### src/rtl/divisor_param.sv
// divisor_param: sequential unsigned divider (restoring, one quotient bit per clock).
// IDLE -> BUSY -> DONE handshake on inicie/termino. A zero divisor finishes after a
// single BUSY cycle with a saturated quotient and div_cero set.
// Build option: define DIV_RESIDUO_EN to add the residuo output port and register.
module divisor_param #(
    parameter int unsigned DD_W = 16,
    parameter int unsigned DV_W = 8
) (
    input  logic            clk,
    input  logic            reset_L,
    input  logic            inicie,
    input  logic [DD_W-1:0] dividendo,
    input  logic [DV_W-1:0] divisor,
    output logic            termino,
    output logic [DD_W-1:0] cociente,
`ifdef DIV_RESIDUO_EN
    output logic [DV_W-1:0] residuo,
`endif
    output logic            div_cero
);

    localparam int unsigned CW = (DD_W > 1) ? $clog2(DD_W) : 1;

    typedef enum logic [1:0] {
        IDLE = 2'd0,
        BUSY = 2'd1,
        DONE = 2'd2
    } state_t;

    state_t          state, state_next;

    logic [DD_W-1:0] q;        // dividend shifting out, quotient shifting in
    logic [DV_W-1:0] rem;      // partial remainder (always < divisor)
    logic [DV_W-1:0] dv;       // latched divisor
    logic [CW-1:0]   count;    // quotient bits produced so far

    logic [DV_W:0]   shifted;
    logic            fits;
    logic [DV_W-1:0] rem_next;
    logic [DD_W-1:0] q_next;
    logic            last;
    logic            dv_zero;

    // One restoring step: shift in next dividend bit, subtract divisor if it fits.
    always_comb begin
        shifted  = {rem, q[DD_W-1]};
        fits     = (shifted >= {1'b0, dv});
        rem_next = DV_W'(fits ? (shifted - {1'b0, dv}) : shifted);
        q_next   = {q[DD_W-2:0], fits};
        last     = (count == CW'(DD_W - 1));
        dv_zero  = (dv == '0);
    end

    // State register with synchronous active-low reset.
    always_ff @(posedge clk) begin
        if (!reset_L) state <= IDLE;
        else          state <= state_next;
    end

    // Next-state logic and the ready/done flag.
    always_comb begin
        state_next = state;
        termino    = 1'b1;
        case (state)
            IDLE: if (inicie) state_next = BUSY;
            BUSY: begin
                termino = 1'b0;
                if (dv_zero || last) state_next = DONE;
            end
            DONE: if (!inicie) state_next = IDLE;
            default: state_next = IDLE;
        endcase
    end

    // Datapath: latch operands on start, iterate in BUSY, publish results on DONE entry.
    always_ff @(posedge clk) begin
        if (!reset_L) begin
            q        <= '0;
            rem      <= '0;
            dv       <= '0;
            count    <= '0;
            cociente <= '0;
`ifdef DIV_RESIDUO_EN
            residuo  <= '0;
`endif
            div_cero <= 1'b0;
        end else begin
            case (state)
                IDLE: begin
                    if (inicie) begin
                        q     <= dividendo;
                        dv    <= divisor;
                        rem   <= '0;
                        count <= '0;
                    end
                end
                BUSY: begin
                    if (dv_zero) begin
                        cociente <= '1;
`ifdef DIV_RESIDUO_EN
                        residuo  <= '0;
`endif
                        div_cero <= 1'b1;
                    end else begin
                        q     <= q_next;
                        rem   <= rem_next;
                        count <= count + 1'b1;
                        if (last) begin
                            cociente <= q_next;
`ifdef DIV_RESIDUO_EN
                            residuo  <= rem_next;
`endif
                            div_cero <= 1'b0;
                        end
                    end
                end
                default: ;
            endcase
        end
    end

endmodule

### config.mk
export PLATFORM = sky130hd
export DESIGN_NAME = divisor_param
export DESIGN_NICKNAME = d
export VERILOG_FILES = /design/src/rtl/divisor_param.sv
export SDC_FILE = /design/constraint.sdc
export NUM_CORES = 1
export LEC_CHECK = 0
export ABC_AREA = 1
export CORE_AREA = 5 5 89 91
export CTS_CLUSTER_DIAMETER = 150
export CTS_CLUSTER_SIZE = 10
export DETAILED_ROUTE_END_ITERATION = 16
export DIE_AREA = 0 0 94 96
export PLACE_DENSITY = 0.66
export SLEW_MARGIN = 20
export SYNTH_ARGS = -nofsm -noshare
export SYNTH_HDL_FRONTEND = slang
export SYNTH_SLANG_ARGS = --single-unit
export TNS_END_PERCENT = 50
### constraint.sdc
create_clock -name clk -period 1.9 [get_ports clk]
set_input_delay 0.285 -clock clk [delete_from_list [all_inputs] [get_ports clk]]
set_output_delay 0.285 -clock clk [all_outputs]
set_load 0.01 [all_outputs]
==> load_flow_metrics.sql <==
INSERT INTO impl_metrics (metric_group, metric, value, unit) VALUES
('global_route', 'initial_antenna_violation_count', '0', ''),
('worst_setup_path', 'crit_path_max_incr_delay', '0.55', 'ns'),
('final_layout', 'layout_common_cells', 'nand2_1 (102), dfxtp_1 (55), clkdlybuf4s50_1 (44)', ''),
('floorplan', 'ioPinCount', '45', ''),
('sta', 'min_period_over_period', '90.86', '%'),
('synth', 'postSynthNetCount', '403', ''),
('synth', 'async_flop_share', '0', '%'),
('final_layout', 'antenna-diode-count', '0', ''),
('final_layout', 'area_growth', '26.47', '%'),
('pwr', 'combinationalPowerShare', '43.7', '%'),
('clocking', 'cts-htree-levels', '2', ''),
('floorplan', 'floorplan.initialDensity', '38.16', '%'),
('pwr', 'clkPwrFrac', '19.1', '%'),
('worst_setup_path', 'critPathMaxFanout', '3', ''),
('sta', 'fin_tns_setup', '0', 'ns'),
('detailed_routing', 'wire_per_inst', '12.71', 'um'),
('min_path', 'min-delay-path-class', 'reg -> reg', ''),
('clocking', 'cts-root-to-sink-buffers', '2', ''),
('sta', 'setup_viol_count_final', '0', ''),
('floorplan', 'die_h', '96', 'um'),
('synth', 'netlist_area', '0.002694', 'mm2'),
('sta', 'rsz0062_at_grt', 'no', ''),
('placed_design', 'post-dp-hpwl', '4819', 'um'),
('sta', 'max_clock_freq', '0.5793', 'GHz'),
('detailed_routing', 'drt_first_pass_iters', '4', ''),
('detailed_routing', 'antenna_violating_nets_post_route', '0', ''),
('pwr', 'leakagePower', '0.001421', 'uW'),
('final_layout', 'post_route_cells_drive_above_1_share', '11.33', '%'),
('synth', 'synth_seq_area_share', '40.87', '%'),
('sta', 'worst_slew_slack_as_a_fraction_of_its_limit', '80.70', '%'),
('final_layout', 'fin_util', '48.26', '%'),
('pwr', 'sw_frac_of_total', '38.17', '%'),
('placed_design', 'io_buffers', '44', ''),
('global_route', 'grt_max_degree', '26', ''),
('worst_setup_path', 'timing_worst_setup_path_type', 'reg -> out', ''),
('synth', 'yosys_warnings', '0', ''),
('outcome', 'run_status', 'completed', ''),
('detailed_routing', 'postRouteWirelength', '6531', 'um'),
('pwr', 'seq_power_share', '37.2', '%'),
('worst_setup_path', 'timing.critical_path.max_delay_family', 'buffers and inverters', ''),
('floorplan', 'core_area', '0.007059', 'mm2'),
('synth', 'synthDistinctLibCells', '39', ''),
('sta', 'final_hold_violations', '0', ''),
('final_layout', 'fin_nets', '451', ''),
('synth', 'yosysTopAreaCellShare', '40.87', '%'),
('pwr', 'p_switching', '1388', 'uW'),
('global_route', 'total_congestion_overflow_after_global_routing', '0', ''),
('floorplan', 'die_area', '0.009024', 'mm2'),
('global_route', 'globalRouteTotalUtil', '15.45', '%'),
('synth', 'number_of_enable_type_register_cells_in_the_synthesized_netlist', '0', ''),
('floorplan', 'placementRows', '31', ''),
('detailed_routing', 'dr_total_vias', '2479', ''),
('clocking', 'cts_inserted_buffers', '5', ''),
('clocking', 'root_buffer', 'clkbuf_8', ''),
('pwr', 'power_report.internal_total', '2248', 'uW'),
('synth', 'yosys_register_bits', '55', ''),
('global_route', 'grt_pass1_wl', '11100', 'um'),
('pwr', 'vdd.ir_drop.worst', '0.4254', 'mV'),
('synth', 'netlist_instances', '366', ''),
('clocking', 'cts.repair_timing.setup_buffer_count', '0', ''),
('sta', 'worst-slew-pin-transition', '0.2885', 'ns'),
('synth', 'synth.area.top_cells', 'dfxtp_1 (41%), nand2_1 (14%), nor2_1 (5.0%)', ''),
('detailed_routing', 'route.detailed.vias_per_inst', '4.823', ''),
('clocking', 'cts.sink_count', '55', ''),
('final_layout', 'layout_commonest_cell', 'nand2_1', ''),
('worst_setup_path', 'critPathBufInv', '2', ''),
('clocking', 'cts_tree', 'yes', ''),
('detailed_routing', 'drt-initial-drc-count', '115', ''),
('worst_setup_path', 'end_kind', 'output port', ''),
('worst_setup_path', 'worstSetupStartpointType', 'flip-flop', ''),
('sta', 'skew', '0.004977', 'ns');
repair_timing:
item | 4_1_cts | 5_1_grt
gates resized for setup | 0 | 8
hold buffers | 0 | 0
hold endpoints to repair | 0 | 0
setup endpoints to repair | 0 | 8
final cells by class:
class                   count  area [um2]
fillers                   733        3652
multi-input cells         264        1425
flip-flops and latches     55        1101
repair buffers             54       528.0
inverters                  34       130.1
well taps                  99       123.9
clock buffers               6       82.58
clock inverters             2       16.27
power by group through the flow:
stage | clock network [uW] | registers [uW] | logic [uW]
3_5_place_dp | 0 | 1370 | 1490
5_1_grt | 767 | 1370 | 1800
3_3_place_gp | 0 | 1370 | 1500
6_report | 693 | 1350 | 1590
4_1_cts | 721 | 1350 | 1500
2_1_floorplan | 0 | 1360 | 1100
path summary, 6_finish.rpt:
path	cells after the start	startpoint	slack [ns]	end
max	3	state[1]	0.17	termino
min	1	count[0]	0.48	count[0]
max reg2reg	11	dv[6]	0.21	rem[7]
min reg2reg	1	count[0]	0.48	count[0]
worst register-to-register path, delay by kind of cell (launching register included):
kind | cells | cell delay (ns)
AND/OR/NAND/NOR | 6 | 0.52
adder cells (fa/ha/maj) | 1 | 0.32
flip-flops | 1 | 0.31
AO/OA/AOI/OAI | 2 | 0.26
buffers and inverters | 2 | 0.22
state kept, by name (all words and copies together) (netlist names):
| name | flops |
|---|---|
| cociente | 16 |
| count | 4 |
| div_cero | 1 |
| dv | 8 |
| q | 16 |
| rem | 8 |
| state | 2 |
cell usage after synthesis (2+ instances only):
| cell | number |
|---|---|
| buf_6 | 3 |
| buf_4 | 2 |
| nand2_2 | 4 |
| clkbuf_1 | 4 |
| o21ai_1 | 9 |
| ha_1 | 9 |
| nor2_2 | 2 |
| nand2_1 | 102 |
| nand3b_1 | 6 |
| buf_2 | 4 |
| nor2_1 | 36 |
| nand3_2 | 2 |
| a31oi_1 | 17 |
| inv_1 | 29 |
| nand3_1 | 15 |
| xor2_1 | 2 |
| nand4_1 | 2 |
| o21ai_0 | 17 |
| a21oi_1 | 23 |
| dfxtp_1 | 55 |
| o22ai_1 | 2 |
| inv_2 | 4 |
layer usage:
layer / share of wire, % / wire, um / track usage (%) / up-vias
li1: - / - / - / 1292
met1: 47 / 3065 / 20.44 / 1118
met2: 46 / 3030 / 25.43 / 60
met3: 5.4 / 352 / 3.362 / 9
met4: 1.3 / 83 / 4.332 / 0
met5: 0 / 0 / 0 / -
stage by stage:
step	cells	worst slack [ns]	hold WS [ns]	power (uW)	cell area, um2
after global routing	514	0.009047	0.5121	3933	3407
final	514	0.1736	0.4805	3635	3407
after CTS	513	0.1407	0.4858	3572	3357
after detailed placement	505	0.1574	0.4670	2861	3258
after floorplan	366	0.3258	0.4199	2463	2694
after global placement	505	0.1681	0.4591	2877	3258
cells by family after synthesis:
group	count (synthesis)	share of synthesized area, %
AOI/OAI and AO/OA	71	14.86
xor gates and xnor gates	3	0.9756
adders and majority gates	10	4.923
buffers and inverters	48	8.081
DFF	55	40.87
and+or+nand+nor	179	30.28
No activity file was read; power rests on OpenSTA's default activity.
